File: src/rtl/mc_control_fsm_pkg.sv
// mc_pkg: shared types and encodings for the multicycle control sequencer.
//   state_e         sequencer states
//   instr_class_e   decoded instruction class
//   ctrl_t          Moore control word produced by each state
//   state_ctrl()    state -> control word decode
package mc_pkg;

   typedef enum logic [3:0] {
      StIdle, StFetch, StDecode, StMemAdr, StMemRd, StMemWb, StMemWr,
      StExec, StAluWb, StBranch, StAddiEx, StAddiWb, StJump
   } state_e;

   typedef enum logic [2:0] {ClsR, ClsLw, ClsSw, ClsBeq, ClsAddi, ClsJ} instr_class_e;

   localparam logic [5:0] OP_RTYPE = 6'h00;
   localparam logic [5:0] OP_LW    = 6'h23;
   localparam logic [5:0] OP_SW    = 6'h2B;
   localparam logic [5:0] OP_BEQ   = 6'h04;
   localparam logic [5:0] OP_ADDI  = 6'h08;
   localparam logic [5:0] OP_J     = 6'h02;

   localparam logic [1:0] ALUOP_ADD   = 2'b00;
   localparam logic [1:0] ALUOP_SUB   = 2'b01;
   localparam logic [1:0] ALUOP_FUNCT = 2'b10;

   localparam logic [1:0] SRCB_B      = 2'b00;
   localparam logic [1:0] SRCB_FOUR   = 2'b01;
   localparam logic [1:0] SRCB_IMM    = 2'b10;
   localparam logic [1:0] SRCB_IMM_SH = 2'b11;

   localparam logic [1:0] PCSRC_ALU    = 2'b00;
   localparam logic [1:0] PCSRC_ALUOUT = 2'b01;
   localparam logic [1:0] PCSRC_JUMP   = 2'b10;

   typedef struct packed {
      logic       pc_write;
      logic       pc_write_cond;
      logic [1:0] pc_source;
      logic       i_or_d;
      logic       mem_read;
      logic       mem_write;
      logic       reg_dst;
      logic       mem_to_reg;
      logic       reg_write;
      logic       alu_src_a;
      logic [1:0] alu_src_b;
      logic [1:0] alu_op;
   } ctrl_t;

   // FETCH's ir_write/pc_write are qualified by mem_ready outside this decode.
   function automatic ctrl_t state_ctrl(input state_e s);
      ctrl_t c;
      c = '0;
      case (s)
         StFetch: begin
            c.mem_read  = 1'b1;
            c.alu_src_b = SRCB_FOUR;
         end
         StDecode: c.alu_src_b = SRCB_IMM_SH;
         StMemAdr, StAddiEx: begin
            c.alu_src_a = 1'b1;
            c.alu_src_b = SRCB_IMM;
         end
         StMemRd: begin
            c.mem_read = 1'b1;
            c.i_or_d   = 1'b1;
         end
         StMemWb: begin
            c.reg_write  = 1'b1;
            c.mem_to_reg = 1'b1;
         end
         StMemWr: begin
            c.mem_write = 1'b1;
            c.i_or_d    = 1'b1;
         end
         StExec: begin
            c.alu_src_a = 1'b1;
            c.alu_src_b = SRCB_B;
            c.alu_op    = ALUOP_FUNCT;
         end
         StAluWb: begin
            c.reg_write = 1'b1;
            c.reg_dst   = 1'b1;
         end
         StBranch: begin
            c.alu_src_a     = 1'b1;
            c.alu_op        = ALUOP_SUB;
            c.pc_write_cond = 1'b1;
            c.pc_source     = PCSRC_ALUOUT;
         end
         StAddiWb: c.reg_write = 1'b1;
         StJump: begin
            c.pc_write  = 1'b1;
            c.pc_source = PCSRC_JUMP;
         end
         default: c = '0;
      endcase
      return c;
   endfunction

endpackage

File: src/rtl/mc_control_fsm_if.sv
// mc_control_fsm_if: opcode/mem_ready inputs and datapath control outputs of the sequencer.
//   master: the sequencer (drives controls)   slave: datapath / memory / register file
interface mc_control_fsm_if;
   logic [5:0] opcode;
   logic       mem_ready;
   logic       pc_write;
   logic       pc_write_cond;
   logic [1:0] pc_source;
   logic       i_or_d;
   logic       mem_read;
   logic       mem_write;
   logic       ir_write;
   logic       reg_dst;
   logic       mem_to_reg;
   logic       reg_write;
   logic       alu_src_a;
   logic [1:0] alu_src_b;
   logic [1:0] alu_op;
   logic       illegal_op;

   modport master (
      input  opcode, mem_ready,
      output pc_write, pc_write_cond, pc_source, i_or_d, mem_read, mem_write, ir_write,
             reg_dst, mem_to_reg, reg_write, alu_src_a, alu_src_b, alu_op, illegal_op
   );

   modport slave (
      output opcode, mem_ready,
      input  pc_write, pc_write_cond, pc_source, i_or_d, mem_read, mem_write, ir_write,
             reg_dst, mem_to_reg, reg_write, alu_src_a, alu_src_b, alu_op, illegal_op
   );
endinterface

File: src/rtl/mc_control_fsm_opcode_decode.sv
// mc_opcode_decode: combinational opcode -> instruction class and illegal flag.
//   opcode_i   IR[31:26]
//   cls_o      instruction class (don't care when illegal_o)
//   illegal_o  opcode is not one of R, lw, sw, beq, addi, j
module mc_opcode_decode
   import mc_pkg::*;
(
   input  logic [5:0]   opcode_i,
   output instr_class_e cls_o,
   output logic         illegal_o
);

   always_comb begin
      cls_o     = ClsR;
      illegal_o = 1'b0;
      case (opcode_i)
         OP_RTYPE: cls_o = ClsR;
         OP_LW:    cls_o = ClsLw;
         OP_SW:    cls_o = ClsSw;
         OP_BEQ:   cls_o = ClsBeq;
         OP_ADDI:  cls_o = ClsAddi;
         OP_J:     cls_o = ClsJ;
         default:  illegal_o = 1'b1;
      endcase
   end

endmodule

File: src/rtl/mc_control_fsm.sv
// mc_control_fsm: multicycle control sequencer (FETCH -> DECODE -> class-specific steps).
//   clk, rst_n   clock and synchronous active-low reset
//   bus          mc_control_fsm_if.master: opcode/mem_ready in, datapath controls out
//   instr_count  retired-instruction count, CNT_W bits
// Build option: define MC_RETIRE_CNT_EN to build the retire counter; otherwise instr_count is 0.
module mc_control_fsm
   import mc_pkg::*;
#(
   parameter int unsigned CNT_W = 32
) (
   input  logic                  clk,
   input  logic                  rst_n,
   mc_control_fsm_if.master      bus,
   output logic [CNT_W-1:0]      instr_count
);

   state_e       state_q, state_d;
   ctrl_t        ctrl_q;
   instr_class_e cls;
   logic         illegal;
   logic         fetch_go;

   mc_opcode_decode u_decode (
      .opcode_i  (bus.opcode),
      .cls_o     (cls),
      .illegal_o (illegal)
   );

   always_comb begin
      state_d = state_q;
      case (state_q)
         StIdle:   state_d = StFetch;
         StFetch:  if (bus.mem_ready) state_d = StDecode;
         StDecode: begin
            if (illegal) begin
               state_d = StFetch;
            end else begin
               case (cls)
                  ClsR:         state_d = StExec;
                  ClsLw, ClsSw: state_d = StMemAdr;
                  ClsBeq:       state_d = StBranch;
                  ClsAddi:      state_d = StAddiEx;
                  ClsJ:         state_d = StJump;
                  default:      state_d = StFetch;
               endcase
            end
         end
         // IR still holds the lw/sw opcode here.
         StMemAdr: state_d = (cls == ClsSw) ? StMemWr : StMemRd;
         StMemRd:  if (bus.mem_ready) state_d = StMemWb;
         StMemWr:  if (bus.mem_ready) state_d = StFetch;
         StExec:   state_d = StAluWb;
         StAddiEx: state_d = StAddiWb;
         StMemWb, StAluWb, StBranch, StAddiWb, StJump: state_d = StFetch;
         default:  state_d = StIdle;
      endcase
   end

   // Control word registered from the next state, so ctrl_q always matches state_q.
   always_ff @(posedge clk) begin
      if (!rst_n) begin
         state_q <= StIdle;
         ctrl_q  <= '0;
      end else begin
         state_q <= state_d;
         ctrl_q  <= state_ctrl(state_d);
      end
   end

   assign fetch_go = (state_q == StFetch) && bus.mem_ready;

   assign bus.pc_write      = ctrl_q.pc_write | fetch_go;
   assign bus.ir_write      = fetch_go;
   assign bus.pc_write_cond = ctrl_q.pc_write_cond;
   assign bus.pc_source     = ctrl_q.pc_source;
   assign bus.i_or_d        = ctrl_q.i_or_d;
   assign bus.mem_read      = ctrl_q.mem_read;
   assign bus.mem_write     = ctrl_q.mem_write;
   assign bus.reg_dst       = ctrl_q.reg_dst;
   assign bus.mem_to_reg    = ctrl_q.mem_to_reg;
   assign bus.reg_write     = ctrl_q.reg_write;
   assign bus.alu_src_a     = ctrl_q.alu_src_a;
   assign bus.alu_src_b     = ctrl_q.alu_src_b;
   assign bus.alu_op        = ctrl_q.alu_op;
   assign bus.illegal_op    = (state_q == StDecode) && illegal;

`ifdef MC_RETIRE_CNT_EN
   logic [CNT_W-1:0] cnt_q, cnt_d;
   logic             retire;

   always_comb begin
      retire = 1'b0;
      case (state_q)
         StMemWb, StAluWb, StAddiWb, StBranch, StJump: retire = 1'b1;
         StMemWr:                                      retire = bus.mem_ready;
         default:                                      retire = 1'b0;
      endcase
      cnt_d = retire ? cnt_q + {{(CNT_W-1){1'b0}}, 1'b1} : cnt_q;
   end

   always_ff @(posedge clk) begin
      if (!rst_n) cnt_q <= '0;
      else        cnt_q <= cnt_d;
   end

   assign instr_count = cnt_q;
`else
   assign instr_count = '0;
`endif

endmodule
File: src/flat_wrapper.sv
// flat-port wrapper written by rule: the top's interface ports become plain ports
module mc_control_fsm_flat import mc_pkg::*;
#(
   parameter int unsigned CNT_W = 32
)
  (clk, rst_n, instr_count, bus_opcode, bus_mem_ready, bus_pc_write, bus_pc_write_cond, bus_pc_source, bus_i_or_d, bus_mem_read, bus_mem_write, bus_ir_write, bus_reg_dst, bus_mem_to_reg, bus_reg_write, bus_alu_src_a, bus_alu_src_b, bus_alu_op, bus_illegal_op);
  mc_control_fsm_if bus_i ();
  input  logic clk;
  input  logic rst_n;
  output logic [CNT_W-1:0] instr_count;
  input wire logic [$bits(bus_i.opcode)-1:0] bus_opcode;
  input wire logic [$bits(bus_i.mem_ready)-1:0] bus_mem_ready;
  output wire logic [$bits(bus_i.pc_write)-1:0] bus_pc_write;
  output wire logic [$bits(bus_i.pc_write_cond)-1:0] bus_pc_write_cond;
  output wire logic [$bits(bus_i.pc_source)-1:0] bus_pc_source;
  output wire logic [$bits(bus_i.i_or_d)-1:0] bus_i_or_d;
  output wire logic [$bits(bus_i.mem_read)-1:0] bus_mem_read;
  output wire logic [$bits(bus_i.mem_write)-1:0] bus_mem_write;
  output wire logic [$bits(bus_i.ir_write)-1:0] bus_ir_write;
  output wire logic [$bits(bus_i.reg_dst)-1:0] bus_reg_dst;
  output wire logic [$bits(bus_i.mem_to_reg)-1:0] bus_mem_to_reg;
  output wire logic [$bits(bus_i.reg_write)-1:0] bus_reg_write;
  output wire logic [$bits(bus_i.alu_src_a)-1:0] bus_alu_src_a;
  output wire logic [$bits(bus_i.alu_src_b)-1:0] bus_alu_src_b;
  output wire logic [$bits(bus_i.alu_op)-1:0] bus_alu_op;
  output wire logic [$bits(bus_i.illegal_op)-1:0] bus_illegal_op;
  assign bus_i.opcode = bus_opcode;
  assign bus_i.mem_ready = bus_mem_ready;
  assign bus_pc_write = bus_i.pc_write;
  assign bus_pc_write_cond = bus_i.pc_write_cond;
  assign bus_pc_source = bus_i.pc_source;
  assign bus_i_or_d = bus_i.i_or_d;
  assign bus_mem_read = bus_i.mem_read;
  assign bus_mem_write = bus_i.mem_write;
  assign bus_ir_write = bus_i.ir_write;
  assign bus_reg_dst = bus_i.reg_dst;
  assign bus_mem_to_reg = bus_i.mem_to_reg;
  assign bus_reg_write = bus_i.reg_write;
  assign bus_alu_src_a = bus_i.alu_src_a;
  assign bus_alu_src_b = bus_i.alu_src_b;
  assign bus_alu_op = bus_i.alu_op;
  assign bus_illegal_op = bus_i.illegal_op;
  mc_control_fsm #(.CNT_W(CNT_W)) u_core (.clk(clk), .rst_n(rst_n), .bus(bus_i), .instr_count(instr_count));
endmodule
File: config.mk
export PLATFORM = sky130hd
export DESIGN_NAME = mc_control_fsm_flat
export DESIGN_NICKNAME = d
export VERILOG_FILES = /design/src/rtl/mc_control_fsm_pkg.sv /design/src/rtl/mc_control_fsm_if.sv /design/src/rtl/mc_control_fsm_opcode_decode.sv /design/src/rtl/mc_control_fsm.sv /design/src/flat_wrapper.sv
export SDC_FILE = /design/constraint.sdc
export NUM_CORES = 1
export LEC_CHECK = 0
export BUFFER_PORTS_ARGS = -buffer_cell sky130_fd_sc_hd__buf_2
export CAP_MARGIN = 20
export CORE_ASPECT_RATIO = 1.4
export CORE_MARGIN = 1
export CORE_UTILIZATION = 45
export CTS_BUF_LIST = sky130_fd_sc_hd__clkbuf_16
export CTS_CLUSTER_SIZE = 30
export DETAILED_ROUTE_END_ITERATION = 8
export PLACE_DENSITY = 0.82
export SETUP_SLACK_MARGIN = 0.1
export SYNTH_ARGS = -nofsm -noshare
export SYNTH_HDL_FRONTEND = slang
export SYNTH_HIERARCHICAL = 1
export SYNTH_SLANG_ARGS = --single-unit
export TNS_END_PERCENT = 10
File: constraint.sdc
create_clock -name clk -period 3.55 [get_ports clk]
set_clock_uncertainty 0.1 [all_clocks]
set_input_delay 0.5325 -clock clk [delete_from_list [all_inputs] [get_ports clk]]
set_output_delay 0.5325 -clock clk [all_outputs]
set_load 0.05 [all_outputs]
# Yosys cells after proc, flatten, opt, wreduce, memory -nomap -nowiden
# Cells that the tools add are included.
dict set report word_totals {
  register_bits 19
  input_bits 9
  word_cells 82
}
dict set report op_classes {
  eq_ne 34
  n_mux 21
  bitwise_logic 1
  reduce_logical 13
}
# cell n
set ops {}
lappend ops {{$eq A4 B4 Y1 const B} 10}
lappend ops {{$eq A4 B3 Y1 const B} 8}
lappend ops {{$pmux W4 S8} 1}
lappend ops {{$pmux W4 S5} 1}
lappend ops {{$eq A4 B2 Y1 const B} 4}
lappend ops {{$mux W4} 4}
lappend ops {{$pmux W3 S5} 1}
lappend ops {{$eq A6 B6 Y1 const B} 2}
lappend ops {{$reduce_or A6 Y1} 2}
lappend ops {{$mux W1} 10}
lappend ops {{$eq A4 B1 Y1 const B} 2}
lappend ops {{$pmux W2 S2} 2}
lappend ops {{$reduce_or A2 Y1} 4}
lappend ops {{$eq A3 B2 Y1 const B} 2}
lappend ops {{$eq A3 B3 Y1 const B} 2}
lappend ops {{$eq A6 B2 Y1 const B} 1}
lappend ops {{$eq A6 B3 Y1 const B} 1}
lappend ops {{$eq A6 B4 Y1 const B} 1}
lappend ops {{$logic_not A6 Y1} 1}
lappend ops {{$pmux W2 S3} 1}
lappend ops {{$logic_not A4 Y1} 1}
lappend ops {{$reduce_or A4 Y1} 1}
lappend ops {{$eq A3 B1 Y1 const B} 1}
lappend ops {{$logic_not A3 Y1} 1}
lappend ops {{other kinds (4)} 5}

# Logic depth before layout (Yosys ltp)
# Gate-level depths: netlist of the first run.
dict set report depth {
  word_depth 10
  ltp_mapped 8
}

# Hierarchy
# Netlist of the first run, hierarchy kept.
# mod n_inst cells_each area_per_inst_um2 seq_area_each_um2
set by_module_without_submodules {}
lappend by_module_without_submodules {mc_control_fsm 1 112 1041.0 340.3}
lappend by_module_without_submodules {mc_opcode_decode 1 14 100.1 0.0}

# Worst setup path after synthesis of the first run
# No wires, ideal clock.
dict set report synth_timing {
  kind {input-to-reg}
  startpoint {in bus_opcode[2]}
  endpoint {reg u_core.ctrl_q (netlist bit u_core/bus.alu_src_a)}
  arrival_ns 2.606
  t_required_ns 3.392
  path_slack_ns 0.787
  path_stages 7
  cell_sequence {or4_1 -> nor2_1 -> maj3_1 -> nor3_1 -> a211oi_1 -> and4_4 -> a21o_1}
}
dict set report synth_between {
  elab_chain_len 10
  elab_cells_between_ends 25
  classes_between {eq/ne (14); mux (6); reduce/logical (5)}
}
# element line_no
set synth_lines {}
lappend synth_lines {{from (decl)} flat_wrapper.sv:11} ;# input wire logic [$bits(bus_i.opcode)-1:0] bus_opcode;
lappend synth_lines {{$eq A6 B2 Y1 (tied with other cells)} mc_control_fsm_opcode_decode.sv:16} ;# case (opcode_i)
lappend synth_lines {{$pmux W3 S5 (*)} mc_control_fsm_opcode_decode.sv:16}
lappend synth_lines {{via u_core.cls[2]} mc_control_fsm.sv:19} ;# instr_class_e cls;
lappend synth_lines {{$eq A3 B1 Y1 or $eq A3 B2 Y1 (tied branches)} {mc_control_fsm.sv:38, mc_control_fsm.sv:49}}
lappend synth_lines {{$reduce_or A2 Y1} mc_control_fsm.sv:38} ;# case (cls)
lappend synth_lines {{$pmux W4 S5} mc_control_fsm.sv:38}
lappend synth_lines {{$mux W4} mc_control_fsm.sv:35} ;# if (illegal) begin
lappend synth_lines {{$pmux W4 S8 (*)} mc_control_fsm.sv:31} ;# case (state_q)
lappend synth_lines {{$eq A4 B2 Y1 (tied with other cells)} mc_control_fsm_pkg.sv:54} ;# case (s)
lappend synth_lines {{$reduce_or A4 Y1 (no source line) (*)} --}
lappend synth_lines {{$mux W1 (*)} mc_control_fsm_pkg.sv:54}
lappend synth_lines {{to (signal assigned)} mc_control_fsm.sv:66} ;# ctrl_q <= state_ctrl(state_d);
lappend synth_lines {{to (decl)} mc_control_fsm.sv:18} ;# ctrl_t ctrl_q;
# The timed path passes the listed nets; every way through them passes the cells marked *.
# A chain may end at the register's enable or synchronous reset.

# Worst setup path after layout of the first run
dict set report layout_timing {
  startpoint {in bus_opcode[5]}
  endpoint {reg u_core.ctrl_q (netlist bit u_core/bus.alu_src_a)}
}
# Same word-level chain as after synthesis.

==> Implementation_results.wiki, run 1 <==
{| class="wikitable"
! Metric !! Value
|-
| Area growth from synthesis to layout || 7.895%
|-
| I/O pin count || 58
|-
| Cells after DPL || 180
|-
| Wire length of the first global-routing pass || 2967 um
|-
| Number of instances in the synthesized netlist || 126
|-
| Most numerous cell in the Yosys netlist || sky130_fd_sc_hd__buf_4
|-
| Seq cells post-synth || 17
|-
| WS Path Type || in2reg
|-
| Via count of the first global-routing pass || between 600 and 700
|-
| Max Fclk || 0.3255 GHz
|-
| Largest area contributor in the synthesized netlist || sky130_fd_sc_hd__dfxtp_1
|-
| Total Routing Usage GR || 14.67%
|-
| Port-buffer cells || 25
|-
| Clk buf depth || 2
|-
| Worst slew pin tran || roughly 1.0 ns
|-
| Number of flip-flops under the largest register name || 4
|-
| Post-layout instance count excluding filler cells || roughly 180
|-
| Leading cell types by count after synthesis || sky130_fd_sc_hd__buf_4, sky130_fd_sc_hd__dfxtp_1, sky130_fd_sc_hd__nor2_1
|-
| Share of final-layout standard cells stronger than drive strength 1 || between 20% and 30%
|-
| Number of endpoints failing setup at the final stage || 0
|-
| Tightest Hold Check Type || in2reg
|-
| Crit start category || input port
|-
| Final setup TNS || 0 ns
|-
| Die height || 61.58 um
|-
| Final core area utilization || 51.49%
|-
| Area contributors post-synth || sky130_fd_sc_hd__dfxtp_1, sky130_fd_sc_hd__buf_4, sky130_fd_sc_hd__nor2_1
|-
| Clock root buffer || sky130_fd_sc_hd__clkbuf_16
|-
| Final cycle utilization of the critical path || 86.54%
|-
| Vias/cell || 4.717
|-
| Number of vias in the routed layout || ~870
|-
| Summed instance area of the synthesized netlist || 1141 sq um
|-
| Share of synthesized area occupied by flip-flops and latches || 29.82%
|-
| Clock buffer count from CTS || 3
|-
| Routed Wire Length || 2043 um
|-
| Portion of synthesized cell area occupied by the leading cell type || 29.82%
|-
| Count of clock tree sinks || 17
|-
| Number of enable flip-flop cells after synthesis || 0
|-
| Most frequently used flop master after synthesis || sky130_fd_sc_hd__dfxtp_1
|-
| Total of fill cells in the finished design || 234
|-
| Die Wd || 44.56 um
|-
| Antenna violations before repair || 0
|-
| Count of TritonRoute iterations in the first routing pass || 4
|-
| Row Count || 21
|-
| Clock network latency to the later pin of the worst-skew pair || 0.25 ns
|-
| Run status || completed
|-
| Kind of capture point of the worst setup path || flop
|-
| Post CTS Setup Buffer Count || 0
|-
| Leakage dissipation || approximately 0.61 nW
|-
| Setup repair after global routing missed its margin || false
|-
| Worst endpoint data arrival time || 3.17 ns
|-
| Die area || 2744 sq um
|-
| Clock transition time at the flip-flop clock pins of the worst setup and hold paths || 0.05 ns
|-
| Floorplan Core Area || 2391 sq um
|-
| Pwr Density || between 400 and 500 nW/um^2
|-
| Number of nets at the end of the flow || 160
|-
| Initial core utilization || 47.72%
|-
| Number of pins exceeding their max-slew limit in the final report || 0
|-
| Total congestion overflow || 0
|-
| Wire per inst || roughly 11 um
|-
| Number of library cell types mapped by synthesis || 44
|-
| Register name with the most flops || u_core/state_q
|-
| Worst endpoint required time || ~3.7 ns
|-
| Number of warning messages in the yosys log || 6
|-
| Depth of the CTS H-tree || 1
|-
| Max_cap viols || 0
|-
| Count of nets left with antenna violations after detail routing || 0
|-
| Largest driver fanout on the critical path || 9
|-
| Clock period minus final worst setup slack || slightly above 3 ns
|-
| Sum of net half-perimeters after detailed placement || 1510 um
|-
| Count of hold-fix buffers inserted at cts || 0
|-
| Initial detailed-routing violation count || 15
|-
| Post-cts gate resize count || 0
|-
| Clock tree from TritonCTS || done
|-
| Count of final hold-check violations || 0
|-
| Final routed DRC violation total || 0
|-
| VDD IR max || 0.0002704 V
|-
| Proportion of register bits with asynchronous set or reset after synthesis || 0%
|-
| Placer Congestion || between 0.8 and 0.9
|-
| Largest net degree at the start of global routing || 14
|-
| Normalized max-slew margin || 30.46%
|-
| Antenna fix cells || 0
|-
| Average cell area after synthesis || 9.056 sq um
|}
[logic make-up after synthesis]
family,synth area share (%)
flops,29.82
buf+inv,25.00
simple gates,27.96
compound gates,10.31
mux,1.754
other cells,0.3286
xor+xnor,3.071
fa+ha+maj,1.754
[through the flow]
step	setup slack (ns)	hold WS [ns]	instance area (sq um)	power (mW)
after floorplan	0.7870	0.4934	1257	0.3569
after global placement	0.4943	0.5979	1151	0.3460
after detailed placement	0.3422	0.6163	1151	0.3482
after CTS	0.5478	0.4851	1231	0.5688
after global routing	0.2171	0.5008	1231	0.5829
final	0.4778	0.4887	1231	0.5683
[worst max-delay path, cell delays in order]
cell	delay (ns)
sky130_fd_sc_hd__buf_2	0.13
sky130_fd_sc_hd__nor4b_1	0.41
sky130_fd_sc_hd__a31oi_1	0.08
sky130_fd_sc_hd__nor3_1	0.36
sky130_fd_sc_hd__maj3_1	0.26
sky130_fd_sc_hd__nor3_1	0.07
sky130_fd_sc_hd__a211oi_1	0.87
sky130_fd_sc_hd__and4_4	0.36
sky130_fd_sc_hd__a21o_1	0.08
[layer usage]
layer  wire (um)  track usage (%)  vias up
met5           0                0        -
met3         108            2.933        3
li1            -                -      426
met2        1144            26.47       31
met4          23            6.494        0
met1         767            16.46      408
[layout make-up]
| class | count | area (sq um) | share of cell area [%] |
|---|---|---|---|
| clock buffer | 3 | 75.07 | 6.098 |
| clock inverter | 1 | 5.005 | 0.4065 |
| inverter | 3 | 11.26 | 0.9146 |
| multi-input combinational | 101 | 631.9 | 51.32 |
| sequential | 17 | 340.3 | 27.64 |
| tap | 34 | 42.54 | 3.455 |
| timing repair buffer | 25 | 125.1 | 10.16 |
[placed cells by master, fill, tap and decap left out, drive strengths merged, types with 3 or more instances in the layout]
cell type,n
buf,25
clkbuf,3
inv,3
a21oi,3
nand2,3
conb,32
nor3,5
dfxtp,17
nor2,11
[report_power, final]
group | leakage [nW] | internal (mW) | total, mW | switching, mW
Clock | 0.0409 | 0.151 | 0.223 | 0.0719
Combinational | 0.426 | 0.0228 | 0.144 | 0.121
Sequential | 0.138 | 0.197 | 0.202 | 0.00507
Total | 0.605 | 0.370 | 0.568 | 0.198
[worst paths after layout]
check        slack [ns]              start                    to  cells after the start
max                0.48      bus_opcode[5]  u_core/bus.alu_src_a                      9
min                0.49              rst_n  u_core/bus.alu_src_a                      2
max reg2reg        1.27  u_core/state_q[0]  u_core/bus.alu_src_a                      5
min reg2reg        0.62  u_core/state_q[1]  u_core/bus.reg_write                      2
(Power assumes the default switching activity.)
==> run 2: changes to the inputs <==
Settings changed: CORE_UTILIZATION 45 to 25, PLACE_DENSITY 0.82 to 0.52.
==> Implementation_results.wiki, run 2 (synthesized netlist as in run 1, its figures left out) <==
{| class="wikitable"
! Metric !! Value
|-
| Count of TritonRoute iterations in the first routing pass || 4 (unchanged)
|-
| Sum of net half-perimeters after detailed placement || 1545 um (+2.3%)
|-
| Part of the power in combinational logic || 25.4% (about the same)
|-
| Count of nets left with antenna violations after detail routing || 0 (unchanged)
|-
| Count of final hold-check violations || 0 (unchanged)
|-
| Final core area utilization || 29.30% (-22 points)
|-
| Wire length of the first global-routing pass || 3132 um (+5.6%)
|-
| Die height || 81.94 um (+33%)
|-
| Most common cell after layout, fill and taps aside || sky130_fd_sc_hd__conb_1
|-
| Most frequent cells in the layout || sky130_fd_sc_hd__conb_1, sky130_fd_sc_hd__buf_2, sky130_fd_sc_hd__dfxtp_1
|-
| Port-buffer cells || 25 (unchanged)
|-
| Run status || completed
|-
| Net switching fraction of the power || 34.83% (about the same)
|-
| Total of fill cells in the finished design || 482 (+110%)
|-
| Crit start category || input port
|-
| Die Wd || 59.10 um (+33%)
|-
| Count of clock tree sinks || 17 (unchanged)
|-
| Final setup TNS || 0 ns (unchanged)
|-
| Clock transition time at the flip-flop clock pins of the worst setup and hold paths || 0.05 ns (about the same)
|-
| Largest driver fanout on the critical path || 9 (unchanged)
|-
| Tightest Hold Check Type || in2reg
|-
| Initial detailed-routing violation count || 33 (+18)
|-
| Depth of the CTS H-tree || 1 (unchanged)
|-
| DR WL met3 || 149 um (+38%)
|-
| Wire per inst || 9.919 um (-11%)
|-
| Number of vias in the routed layout || 885 (+2.0%)
|-
| Leakage dissipation || 0.6065 nW (+0.23%)
|-
| WS Path Type || in2reg
|-
| Routed Wire Length || 2083 um (+2.0%)
|-
| Share of total power in the clock network || 38.9% (-0.3 points)
|-
| Number of pins exceeding their max-slew limit in the final report || 0 (unchanged)
|-
| Worst slew pin tran || 1.018 ns (-0.01879 ns)
|-
| Clock buffer count from CTS || 3 (unchanged)
|-
| Antenna violations before repair || 0 (unchanged)
|-
| Die area || 4842 sq um (+76%)
|-
| Final routed DRC violation total || 0 (unchanged)
|-
| Floorplan Core Area || 4309 sq um (+80%)
|-
| Number of flip-flops under the largest register name || 4 (unchanged)
|-
| Setup repair after global routing missed its margin || false
|-
| Clock period minus final worst setup slack || 3.020 ns (-0.05248 ns)
|-
| Metal2 WL || 1022 um (-11%)
|-
| Clock tree from TritonCTS || done
|-
| Antenna fix cells || 0 (unchanged)
|-
| Clk buf depth || 2 (unchanged)
|-
| Post-route cell area || 1262 sq um (+2.5%)
|-
| Initial core utilization || 26.48% (-21 points)
|-
| Clock network latency to the later pin of the worst-skew pair || 0.25 ns (about the same)
|-
| Number of endpoints failing setup at the final stage || 0 (unchanged)
|-
| Number of nets at the end of the flow || 160 (unchanged)
|-
| Placer Congestion || 0.7739 (-7.5%)
|-
| Max Fclk || 0.3312 GHz (+1.7%)
|-
| Worst Slack Setup Final || 0.5303 ns (+0.05248 ns)
|-
| Share of final-layout standard cells stronger than drive strength 1 || 28.67% (-0.67 points)
|-
| Top layer used by detailed routing || met4
|-
| Worst endpoint data arrival time || 3.10 ns (-0.07 ns)
|-
| Normalized max-slew margin || 31.72% (+1.3 points)
|-
| R2R setup slack || 1.25 ns (-0.02 ns)
|-
| Total Routing Usage GR || 8.491% (-6.2 points)
|-
| Final cycle utilization of the critical path || 85.06% (-1.5 points)
|-
| Largest net degree at the start of global routing || 14 (unchanged)
|-
| Via count of the first global-routing pass || 712 (+6.0%)
|-
| I/O pin count || 58 (unchanged)
|-
| Row Count || 28 (+33%)
|-
| Clock root buffer || sky130_fd_sc_hd__clkbuf_16
|-
| Total congestion overflow || 0 (unchanged)
|-
| Worst setup slack after placement || 0.3171 ns (-0.02511 ns)
|-
| Sequential group share of total power || 35.7% (+0.2 points)
|-
| Pwr Density || 448.6 nW/um^2 (-2.8%)
|-
| Internal || 0.3691 mW (-0.34%)
|-
| Register name with the most flops || u_core/state_q
|-
| Area growth from synthesis to layout || 10.64%
|-
| Kind of capture point of the worst setup path || flop
|-
| Post-cts gate resize count || 0 (unchanged)
|-
| VDD IR max || 0.0002820 V (+4.3%)
|-
| Max_cap viols || 0 (unchanged)
|-
| Area after detailed placement || 1184 sq um (+2.8%)
|-
| Vias/cell || 4.214 (-11%)
|-
| Routed length on met1 || 881 um (+15%)
|-
| Count of hold-fix buffers inserted at cts || 0 (unchanged)
|-
| Post CTS Setup Buffer Count || 0 (unchanged)
|-
| Worst endpoint required time || 3.63 ns (-0.02 ns)
|-
| Total power of the final layout || 0.5663 mW (-0.35%)
|-
| Switching power || 0.1972 mW (-0.38%)
|}
run 2: cell count changes in the layout (fill, tap and decap cells not counted):
cell,previous run,this run
sky130_fd_sc_hd__inv_1,3,4
sky130_fd_sc_hd__clkinv_2,1,0
run 2: stage by stage:
step | hold WS (ns) | instances
after floorplan | 0.4934 | 157
after global placement | 0.5986 | 206
after detailed placement | 0.5885 | 206
after CTS | 0.4794 | 210
after global routing | 0.4968 | 210
final | 0.4792 | 210
run 2: path summary, 6_finish.rpt:
kind                          start                 endpoint  depth (start not counted)
setup / recovery      bus_opcode[5]  u_core/bus.alu_src_b[0]                          9
hold / removal                rst_n     u_core/bus.alu_src_a                          2
setup reg to reg  u_core/state_q[0]  u_core/bus.alu_src_b[0]                          5
hold reg to reg   u_core/state_q[1]     u_core/bus.reg_write                          2
run 2: worst max-delay path: stages:
cell	delay, ns
sky130_fd_sc_hd__buf_2	0.13
sky130_fd_sc_hd__nor4b_1	0.36
sky130_fd_sc_hd__a31oi_1	0.08
sky130_fd_sc_hd__nor3_1	0.37
sky130_fd_sc_hd__maj3_1	0.27
sky130_fd_sc_hd__nor3_1	0.07
sky130_fd_sc_hd__a211oi_1	0.86
sky130_fd_sc_hd__a41oi_1	0.28
sky130_fd_sc_hd__nor2_1	0.16
run 2: power by group through the flow:
stage / Combinational, mW / Clock, mW / Sequential [mW]
global placement: 0.144 / 0 / 0.206
CTS: 0.143 / 0.224 / 0.202
detailed placement: 0.143 / 0 / 0.206
global route: 0.152 / 0.233 / 0.203
floorplan: 0.140 / 0 / 0.217
finish: 0.144 / 0.220 / 0.202
run 2: area by class of cell:
| type | count | area, sq um | share of cell area (%) |
|---|---|---|---|
| Clock buffer | 3 | 75.07 | 5.946 |
| Clock inverter | 1 | 3.754 | 0.2973 |
| Inverter | 3 | 11.26 | 0.8920 |
| Multi-Input combinational cell | 101 | 631.9 | 50.05 |
| Sequential cell | 17 | 340.3 | 26.96 |
| Tap cell | 60 | 75.07 | 5.946 |
| Timing Repair Buffer | 25 | 125.1 | 9.911 |
run 2: metal layers:
layer	vias to the layer above	global-route usage [%]
met4	0	4.286
met3	4	1.575
met1	408	9.858
li1	427	-
met2	46	14.66
met5	-	0
==> run 3: changes to the inputs <==
Settings changed: CORE_UTILIZATION 25 to 35, PLACE_DENSITY 0.52 to 0.67, REMOVE_ABC_BUFFERS set to 1.
==> Implementation_results.wiki, run 3 (synthesized netlist as in run 1, its figures left out) <==
{| class="wikitable"
! Metric !! Value
|-
| Run status || completed
|-
| Worst-path cell with the longest stage delay || sky130_fd_sc_hd__a31oi_1
|-
| Area after detailed placement || 1165 sq um (-1.6%)
|-
| Kind of capture point of the worst setup path || flop
|-
| Via count of the first global-routing pass || 707 (-0.70%)
|-
| Post-layout instance count excluding filler cells || 190 (-9.5%)
|-
| Cell Chain, Critical Path || buf_2 -> nor4b_1 -> mux2i_1 -> nor2_1 -> nand4bb_1 -> a221oi_1 -> a31oi_1 -> and4_4 -> a21o_1
|-
| Port-buffer cells || 25 (unchanged)
|-
| Wire per inst || 9.532 um (-3.9%)
|-
| Slowest stage delay, CP || 0.60 ns (-0.26 ns)
|-
| Placer Congestion || 0.7833 (+1.2%)
|-
| Number of endpoints failing setup at the final stage || 0 (unchanged)
|-
| Count of clock tree sinks || 17 (unchanged)
|-
| Largest net degree at the start of global routing || 14 (unchanged)
|-
| Depth of the CTS H-tree || 1 (unchanged)
|-
| Clock tree from TritonCTS || done
|-
| Initial detailed-routing violation count || 7 (-79%)
|-
| Row Count || 24 (-14%)
|-
| Clock period minus final worst setup slack || 2.618 ns (-0.4013 ns)
|-
| Tightest Hold Check Type || in2reg
|-
| Most used routing layer in global routing || met2
|-
| Pwr Density || 448.4 nW/um^2 (about the same)
|-
| Total Routing Usage GR || 10.91% (+2.4 points)
|-
| Worst endpoint data arrival time || 2.71 ns (-0.39 ns)
|-
| Most common cell after layout, fill and taps aside || sky130_fd_sc_hd__conb_1
|-
| Share of final-layout standard cells stronger than drive strength 1 || 29.14% (+0.47 points)
|-
| VDD IR max || 0.0002312 V (-18%)
|-
| Die Wd || 50.26 um (-15%)
|-
| Register name with the most flops || u_core/state_q
|-
| Clock network latency to the later pin of the worst-skew pair || 0.24 ns (about the same)
|-
| I/O pin count || 58 (unchanged)
|-
| Clock root buffer || sky130_fd_sc_hd__clkbuf_16
|-
| Sequential Area || 340.3 sq um (unchanged)
|-
| Setup repair after global routing missed its margin || false
|-
| Worst Slack Setup Final || 0.9317 ns (+0.4013 ns)
|-
| Count of final hold-check violations || 0 (unchanged)
|-
| Vias/cell || 4.411 (+4.7%)
|-
| Area growth from synthesis to layout || 8.991%
|-
| Worst slew pin tran || 0.7648 ns (-0.2533 ns)
|-
| Total congestion overflow || 0 (unchanged)
|-
| Post-route cell area || 1244 sq um (-1.5%)
|-
| Largest driver fanout on the critical path || 10 (+1)
|-
| Number of nets at the end of the flow || 161 (+0.63%)
|-
| Routing usage on met1 || 12.31% (+2.5 points)
|-
| Number of pins exceeding their max-slew limit in the final report || 0 (unchanged)
|-
| Worst endpoint required time || 3.64 ns (about the same)
|-
| Post CTS Setup Buffer Count || 0 (unchanged)
|-
| Area of the multi-input gates || 631.9 sq um (unchanged)
|-
| Clk buf depth || 2 (unchanged)
|-
| WS Path Type || in2reg
|-
| Post-cts gate resize count || 0 (unchanged)
|-
| Count of nets left with antenna violations after detail routing || 0 (unchanged)
|-
| Wire length of the first global-routing pass || 2980 um (-4.9%)
|-
| Clock transition time at the flip-flop clock pins of the worst setup and hold paths || 0.05 ns (about the same)
|-
| Initial core utilization || 36.54% (+10 points)
|-
| Met3 GRT Util || 2.193% (+0.62 points)
|-
| Sum of net half-perimeters after detailed placement || 1407 um (-9.0%)
|-
| Clock buffer count from CTS || 3 (unchanged)
|-
| Cells after DPL || 186 (-9.7%)
|-
| Routed Wire Length || 1811 um (-13%)
|-
| Worst setup slack after placement || 0.7104 ns (+0.3934 ns)
|-
| Die area || 3496 sq um (-28%)
|-
| Max Fclk || 0.3819 GHz (+15%)
|-
| Total power of the final layout || 0.5577 mW (-1.5%)
|-
| Final setup TNS || 0 ns (unchanged)
|-
| Total of fill cells in the finished design || 354 (-27%)
|-
| Max_cap viols || 0 (unchanged)
|-
| Crit start category || input port
|-
| Count of hold-fix buffers inserted at cts || 0 (unchanged)
|-
| Final routed DRC violation total || 0 (unchanged)
|-
| Count of TritonRoute iterations in the first routing pass || 4 (unchanged)
|-
| Leakage dissipation || 0.6109 nW (+0.72%)
|-
| M2 GR Usage || 18.22% (+3.6 points)
|-
| Number of vias in the routed layout || 838 (-5.3%)
|-
| Normalized max-slew margin || 48.78% (+17 points)
|-
| Floorplan Core Area || 3123 sq um (-28%)
|-
| Number of flip-flops under the largest register name || 4 (unchanged)
|-
| Die height || 69.56 um (-15%)
|-
| Final cycle utilization of the critical path || 73.76% (-11 points)
|-
| Most frequent cells in the layout || sky130_fd_sc_hd__conb_1, sky130_fd_sc_hd__buf_2, sky130_fd_sc_hd__dfxtp_1
|-
| Antenna fix cells || 0 (unchanged)
|-
| Antenna violations before repair || 0 (unchanged)
|}
==> run 3: changes by cell type in the layout (fill, tap and decap cells not counted), sizes merged <==
cell | before | now
buf | 25 | 26
==> run 3: worst paths after layout <==
path | startpoint | to | slack, ns | depth (start not counted)
max | bus_opcode[5] | u_core/bus.alu_src_a | 0.93 | 9
min reg2reg | u_core/state_q[1] | u_core/bus.reg_write | 0.60 | 2
max reg2reg | u_core/state_q[1] | u_core/bus.alu_src_a | 1.34 | 5
min | rst_n | u_core/bus.mem_read | 0.49 | 3
==> run 3: per-layer routing <==
layer  routed length [um]  up-vias
met2                  927       38
li1                     -      425
met3                  112        4
met4                   29        0
met5                    0        -
met1                  742      371
==> run 3: through the flow <==
stage	hold slack, ns	utilization [%]
6_report	0.4867	39.82
5_1_grt	0.4986	39.82
4_1_cts	0.4905	39.82
3_5_place_dp	0.5867	37.30
3_3_place_gp	0.6016	37.30
2_1_floorplan	0.4934	-
==> run 3: power by group <==
part	leakage [nW]	switching, mW	total, mW	internal (mW)
registers	0.138	0.00520	0.202	0.197
clock network	0.0423	0.0633	0.212	0.149
logic	0.430	0.120	0.143	0.0238
total	0.611	0.188	0.558	0.370
==> run 3: critical path, delay by kind of cell <==
kind                   cells  cell delay, ns
AO/OA/AOI/OAI              3            0.76
buffers and inverters      1            0.13
AND/OR/NAND/NOR            4            1.18
multiplexers               1            0.12
==> run 3: area by class of cell <==
| cell class | instances | share of cell area [%] |
|---|---|---|
| clock buffers | 3 | 6.036 |
| clock inverters | 1 | 0.3018 |
| inverters | 3 | 0.9054 |
| multi-input cells | 101 | 50.80 |
| flip-flops and latches | 17 | 27.36 |
| well taps | 39 | 3.924 |
| repair buffers | 26 | 10.66 |
